## src/rtl/serial_add_pkg.sv

```systemverilog
// Shared definitions for the nibble-serial adder.
//   state_t   : FSM state encoding (IDLE, ADD, DONE)
//   NIBBLE_W  : width of one datapath slice
//   idx_width : width of the nibble index counter, clog2(nibbles) with a minimum of 1
package serial_add_pkg;

    typedef enum logic [1:0] {
        IDLE = 2'd0,
        ADD  = 2'd1,
        DONE = 2'd2
    } state_t;

    localparam int unsigned NIBBLE_W = 4;

    function automatic int unsigned idx_width(input int unsigned nibbles);
        return (nibbles > 1) ? $clog2(nibbles) : 1;
    endfunction

endpackage

```

## src/rtl/nibble_add4.sv

```systemverilog
// Combinational 4-bit ripple-carry adder slice built from four full adders.
// Ports:
//   a, b : 4-bit addends
//   ci   : carry in
//   s    : 4-bit sum
//   co   : carry out of bit 3
module nibble_add4 (
    input  logic [3:0] a,
    input  logic [3:0] b,
    input  logic       ci,
    output logic [3:0] s,
    output logic       co
);

    logic [4:0] c;

    always_comb begin
        c    = '0;
        s    = '0;
        c[0] = ci;
        for (int unsigned i = 0; i < 4; i++) begin
            s[i]   = a[i] ^ b[i] ^ c[i];
            c[i+1] = (a[i] & b[i]) | (c[i] & (a[i] ^ b[i]));
        end
        co = c[4];
    end

endmodule

```

## src/rtl/nibble_serial_adder.sv

```systemverilog
// Multi-nibble adder: sequences 4*NIBBLES-bit operands through one 4-bit
// ripple-carry slice, one nibble per clock, with a registered inter-nibble carry.
// Optional feature macro: SERIAL_ADD_OVF_EN (adds the ovf signed-overflow port).
// Ports:
//   clk, rst            : clock, synchronous active-high reset
//   in_valid / in_ready : operand handshake (in_ready only in IDLE, 0 during rst)
//   in1, in2, cin       : operands and carry-in, captured on accept
//   out_valid/out_ready : result handshake (result held until taken)
//   sum, cout           : registered (in1+in2+cin) mod 2^W and top carry
//   ovf                 : signed overflow (SERIAL_ADD_OVF_EN only)
module nibble_serial_adder
    import serial_add_pkg::*;
#(
    parameter int unsigned NIBBLES = 4
) (
    input  logic                          clk,
    input  logic                          rst,
    input  logic                          in_valid,
    output logic                          in_ready,
    input  logic [NIBBLE_W*NIBBLES-1:0]   in1,
    input  logic [NIBBLE_W*NIBBLES-1:0]   in2,
    input  logic                          cin,
    output logic                          out_valid,
    input  logic                          out_ready,
    output logic [NIBBLE_W*NIBBLES-1:0]   sum,
    output logic                          cout
`ifdef SERIAL_ADD_OVF_EN
    ,
    output logic                          ovf
`endif
);

    localparam int unsigned W  = NIBBLE_W * NIBBLES;
    localparam int unsigned KW = idx_width(NIBBLES);
    localparam logic [KW-1:0] K_LAST = KW'(NIBBLES - 1);

    state_t              state;
    logic [KW-1:0]       k;
    logic                carry;
    logic [W-1:0]        a_q;
    logic [W-1:0]        b_q;
    logic [NIBBLE_W-1:0] a_nib;
    logic [NIBBLE_W-1:0] b_nib;
    logic [NIBBLE_W-1:0] s_nib;
    logic                co_nib;

    assign a_nib = a_q[k*NIBBLE_W +: NIBBLE_W];
    assign b_nib = b_q[k*NIBBLE_W +: NIBBLE_W];

    nibble_add4 u_slice (
        .a  (a_nib),
        .b  (b_nib),
        .ci (carry),
        .s  (s_nib),
        .co (co_nib)
    );

    assign in_ready = (state == IDLE) && !rst;

    always_ff @(posedge clk) begin
        if (rst) begin
            state     <= IDLE;
            k         <= '0;
            carry     <= 1'b0;
            a_q       <= '0;
            b_q       <= '0;
            sum       <= '0;
            cout      <= 1'b0;
            out_valid <= 1'b0;
`ifdef SERIAL_ADD_OVF_EN
            ovf       <= 1'b0;
`endif
        end else begin
            case (state)
                IDLE: begin
                    if (in_valid) begin
                        a_q   <= in1;
                        b_q   <= in2;
                        carry <= cin;
                        k     <= '0;
                        state <= ADD;
                    end
                end
                ADD: begin
                    sum[k*NIBBLE_W +: NIBBLE_W] <= s_nib;
                    carry <= co_nib;
                    if (k == K_LAST) begin
                        cout      <= co_nib;
                        out_valid <= 1'b1;
`ifdef SERIAL_ADD_OVF_EN
                        // carry into bit 3 of the slice is recovered as a^b^s
                        ovf       <= (a_nib[3] ^ b_nib[3] ^ s_nib[3]) ^ co_nib;
`endif
                        state     <= DONE;
                    end else begin
                        k <= k + KW'(1);
                    end
                end
                DONE: begin
                    if (out_ready) begin
                        out_valid <= 1'b0;
                        state     <= IDLE;
                    end
                end
                default: state <= IDLE;
            endcase
        end
    end

endmodule

```

## config.mk

```make
export PLATFORM = sky130hd
export DESIGN_NAME = nibble_serial_adder
export DESIGN_NICKNAME = d
export VERILOG_FILES = /design/src/rtl/serial_add_pkg.sv /design/src/rtl/nibble_add4.sv /design/src/rtl/nibble_serial_adder.sv
export SDC_FILE = /design/constraint.sdc
export NUM_CORES = 1
export LEC_CHECK = 0
export BUFFER_PORTS_ARGS = -buffer_cell sky130_fd_sc_hd__buf_2
export CORE_AREA = 2 2 90 66
export DETAILED_ROUTE_END_ITERATION = 16
export DIE_AREA = 0 0 92 68
export MAX_ROUTING_LAYER = met4
export PLACE_DENSITY = 0.81
export SETUP_SLACK_MARGIN = 0.5
export SYNTH_ARGS = -nofsm -noshare
export SYNTH_HDL_FRONTEND = slang
export SYNTH_HIERARCHICAL = 1
export SYNTH_SLANG_ARGS = --single-unit
```

## constraint.sdc

```tcl
create_clock -name clk -period 3.2 [get_ports clk]
set_input_delay 0.64 -clock clk [delete_from_list [all_inputs] [get_ports clk]]
set_output_delay 0.64 -clock clk [all_outputs]
set_load 0.01 [all_outputs]
```

==> qor.yml <==
cts_tree: "done"
initial_core_util_pct: 45.7
synth_cell_types: 31
status: "completed"
tns_ns: 0
arrival_ns: 3.06
grt_max_degree: 61
slowest_delay_ns: 0.53
placed_cell_area_um2: 2810
num_io_pins: 56
synthCells: 278
area_delta_synth_final_pct: 19.2
crit_chain: "mux4_2 > fa_2 > inv_2 > fa_2 > inv_2 > fa_2 > inv_2 > fa_1 > inv_2 > a32oi_1 > nor2_1"
synth_most_common_cell: "nand2_1"
syn_nets: 325
ctsHoldBuffers: 0
fp.dieH_um: 68
drive_above_1_share_pct: 29.2
yosys-top-cells-count: "nand2_1, dfxtp_1, a21oi_1"
dp_hpwl_um: 3980
cts_buffers: 5
viasPerCell: 5.18
dieArea_um2: 6260
slew_viol_final: 0
drt-pass1-iter-count: 4
final_antenna_net_count: 0
diodes: 0
cts.path.max_buffers: 2
num_rows: 23
critical_path.max_fanout: 4
synth_ff_type: "dfxtp_1"
avgSynthCellArea_um2: 8.98
drc_errors: 0
clock.fmax_mhz: 357
cts.sinks: 55
slowest_stage: "mux4_2"
synth_top_area_share_pct: 44.1
leakage_uw: 0.00121
ys_ff_latch: 55
place.port_buffers: 55
design_area_um2: 2980
crit_top_cell: "inv_2"
grt.total_usage_pct: 20.0
place.gp.congestion: 0.832
cp-start-kind: "flop"
finalCritPeriodShare_pct: 87.5
ir_worst_vdd_mv: 0.244
maxCapViolations: 0
antenna_found_initial: 0
clk-insertion-delay-late_ns: 0.32
die_w_um: 92
critical_path_class: "reg -> reg"
grt_pass1_wl_um: 9320
cp-end-kind: "flop"
relSlewSlack_pct: 56.7
wl_um: 5720
hold_path.class: "reg -> reg"
grt_pass1_vias: 1963
ys_seq_area_share_pct: 44.1
rsz0062_at_grt: "true"
vias: 2092
drt_iter0_markers: 96
grt_overflow_total: 0
tightestPinTransition_ns: 0.649
synth_largest_area_cell: "dfxtp_1"
ys_top_cells_by_area: "dfxtp_1, nand2_1, a21oi_1"
power.density_nw_per_um2: 488
synth_edf_count: 0
period_needed_ns: 2.80
netlist_area_um2: 2500
hold_violations: 0
cts_root_buf: "clkbuf_8"
required_ns: 3.46
htree_num_levels: 2
path_clk_slew_ns: 0.10
core_um2: 5470
nets: 375
fillers: 523
wl_per_cell_um: 14.2
setup_violations: 0
fin_skew_ns: 0.00895
ys_warn_count: 6
async_flop_share_pct: 0
==> critical path: cells and delay by family, from the launching register on <==
family / cells / cell delay (ns)
flip-flops: 1 / 0.39
multiplexers: 1 / 0.53
AND/OR/NAND/NOR: 1 / 0.13
adder cells (fa/ha/maj): 4 / 1.31
AO/OA/AOI/OAI: 1 / 0.11
buffers and inverters: 4 / 0.28
==> kinds of logic after synthesis <==
| family | after synthesis | synth area share [%] |
|---|---|---|
| compound gates | 55 | 13.7 |
| fa+ha+maj | 10 | 6.22 |
| buf+inv | 41 | 7.77 |
| flops | 55 | 44.1 |
| mux | 9 | 7.62 |
| simple gates | 108 | 20.6 |
==> where the power goes <==
part,switching (uW),internal (uW),leakage [uW]
clock network,231,282,0.0000636
registers,22.7,714,0.000450
logic,116,88.2,0.000694
total,369,1080,0.00121
==> through the flow <==
stage | total power [uW] | instances | utilization (%) | setup slack, ns | hold slack (ns)
finish | 1450 | 404 | 54.4 | 0.398 | 0.461
global route | 1510 | 404 | 54.4 | 0.350 | 0.476
CTS | 1450 | 403 | 54.0 | 0.442 | 0.460
detailed placement | 945 | 394 | 51.4 | 0.363 | 0.447
global placement | 936 | 394 | 51.4 | 0.419 | 0.440
floorplan | 888 | 278 | - | 0.401 | 0.433
==> worst paths after layout <==
kind | start | to | slack, ns | cells past startpoint
worst min-delay path | a_q[4] | a_q[4] | 0.46 | 2
worst max-delay path | k[0] | sum[3] | 0.40 | 11
worst min register to register | a_q[4] | a_q[4] | 0.46 | 2
worst max register to register | k[0] | sum[3] | 0.40 | 11
==> cell type report <==
class	instances	area (um2)	share of cell area, %
inverters	22	82.6	2.77
flip-flops and latches	55	1110	37.2
clock buffers	7	97.6	3.28
repair buffers	62	328	11.0
multi-input cells	182	1240	41.6
clock inverters	1	30.0	1.01
well taps	75	93.8	3.15
==> flip-flops by register name, indices dropped and copies added (netlist names) <==
signal	count
state	2
b_q	16
k	2
out_valid	1
a_q	16
sum	16
cout	1
carry	1
==> placed cells by master, fill, tap and decap left out, drive strengths merged, types with 2 or more instances in the layout <==
cell type	synthesis	layout
o32ai	8	8
nand2b	5	5
nor3	3	3
dfxtp	55	55
and3b	3	3
clkbuf	5	7
fa	4	4
nand3b	3	3
nand4	2	2
nor2	8	8
nand2	70	70
a32oi	4	4
a21oi	40	40
ha	6	6
inv	22	22
buf	14	62
or3b	2	2
mux4	8	8
nand3	7	7
==> routing by layer <==
metal / vias to the layer above / routed length, um / global-route usage (%)
li1: 1037 / - / -
met1: 992 / 2640 / 23.7
met2: 58 / 2700 / 33.6
met3: 5 / 324 / 4.52
met4: 0 / 63 / 8.21
met5: - / 0 / -
==> what timing repair did <==
action,CTS,global route
gates resized for setup,3,4
buffers inserted,1,1
endpoints found under the setup margin,4,5
pin swaps,1,3
(Power assumes the default switching activity.)
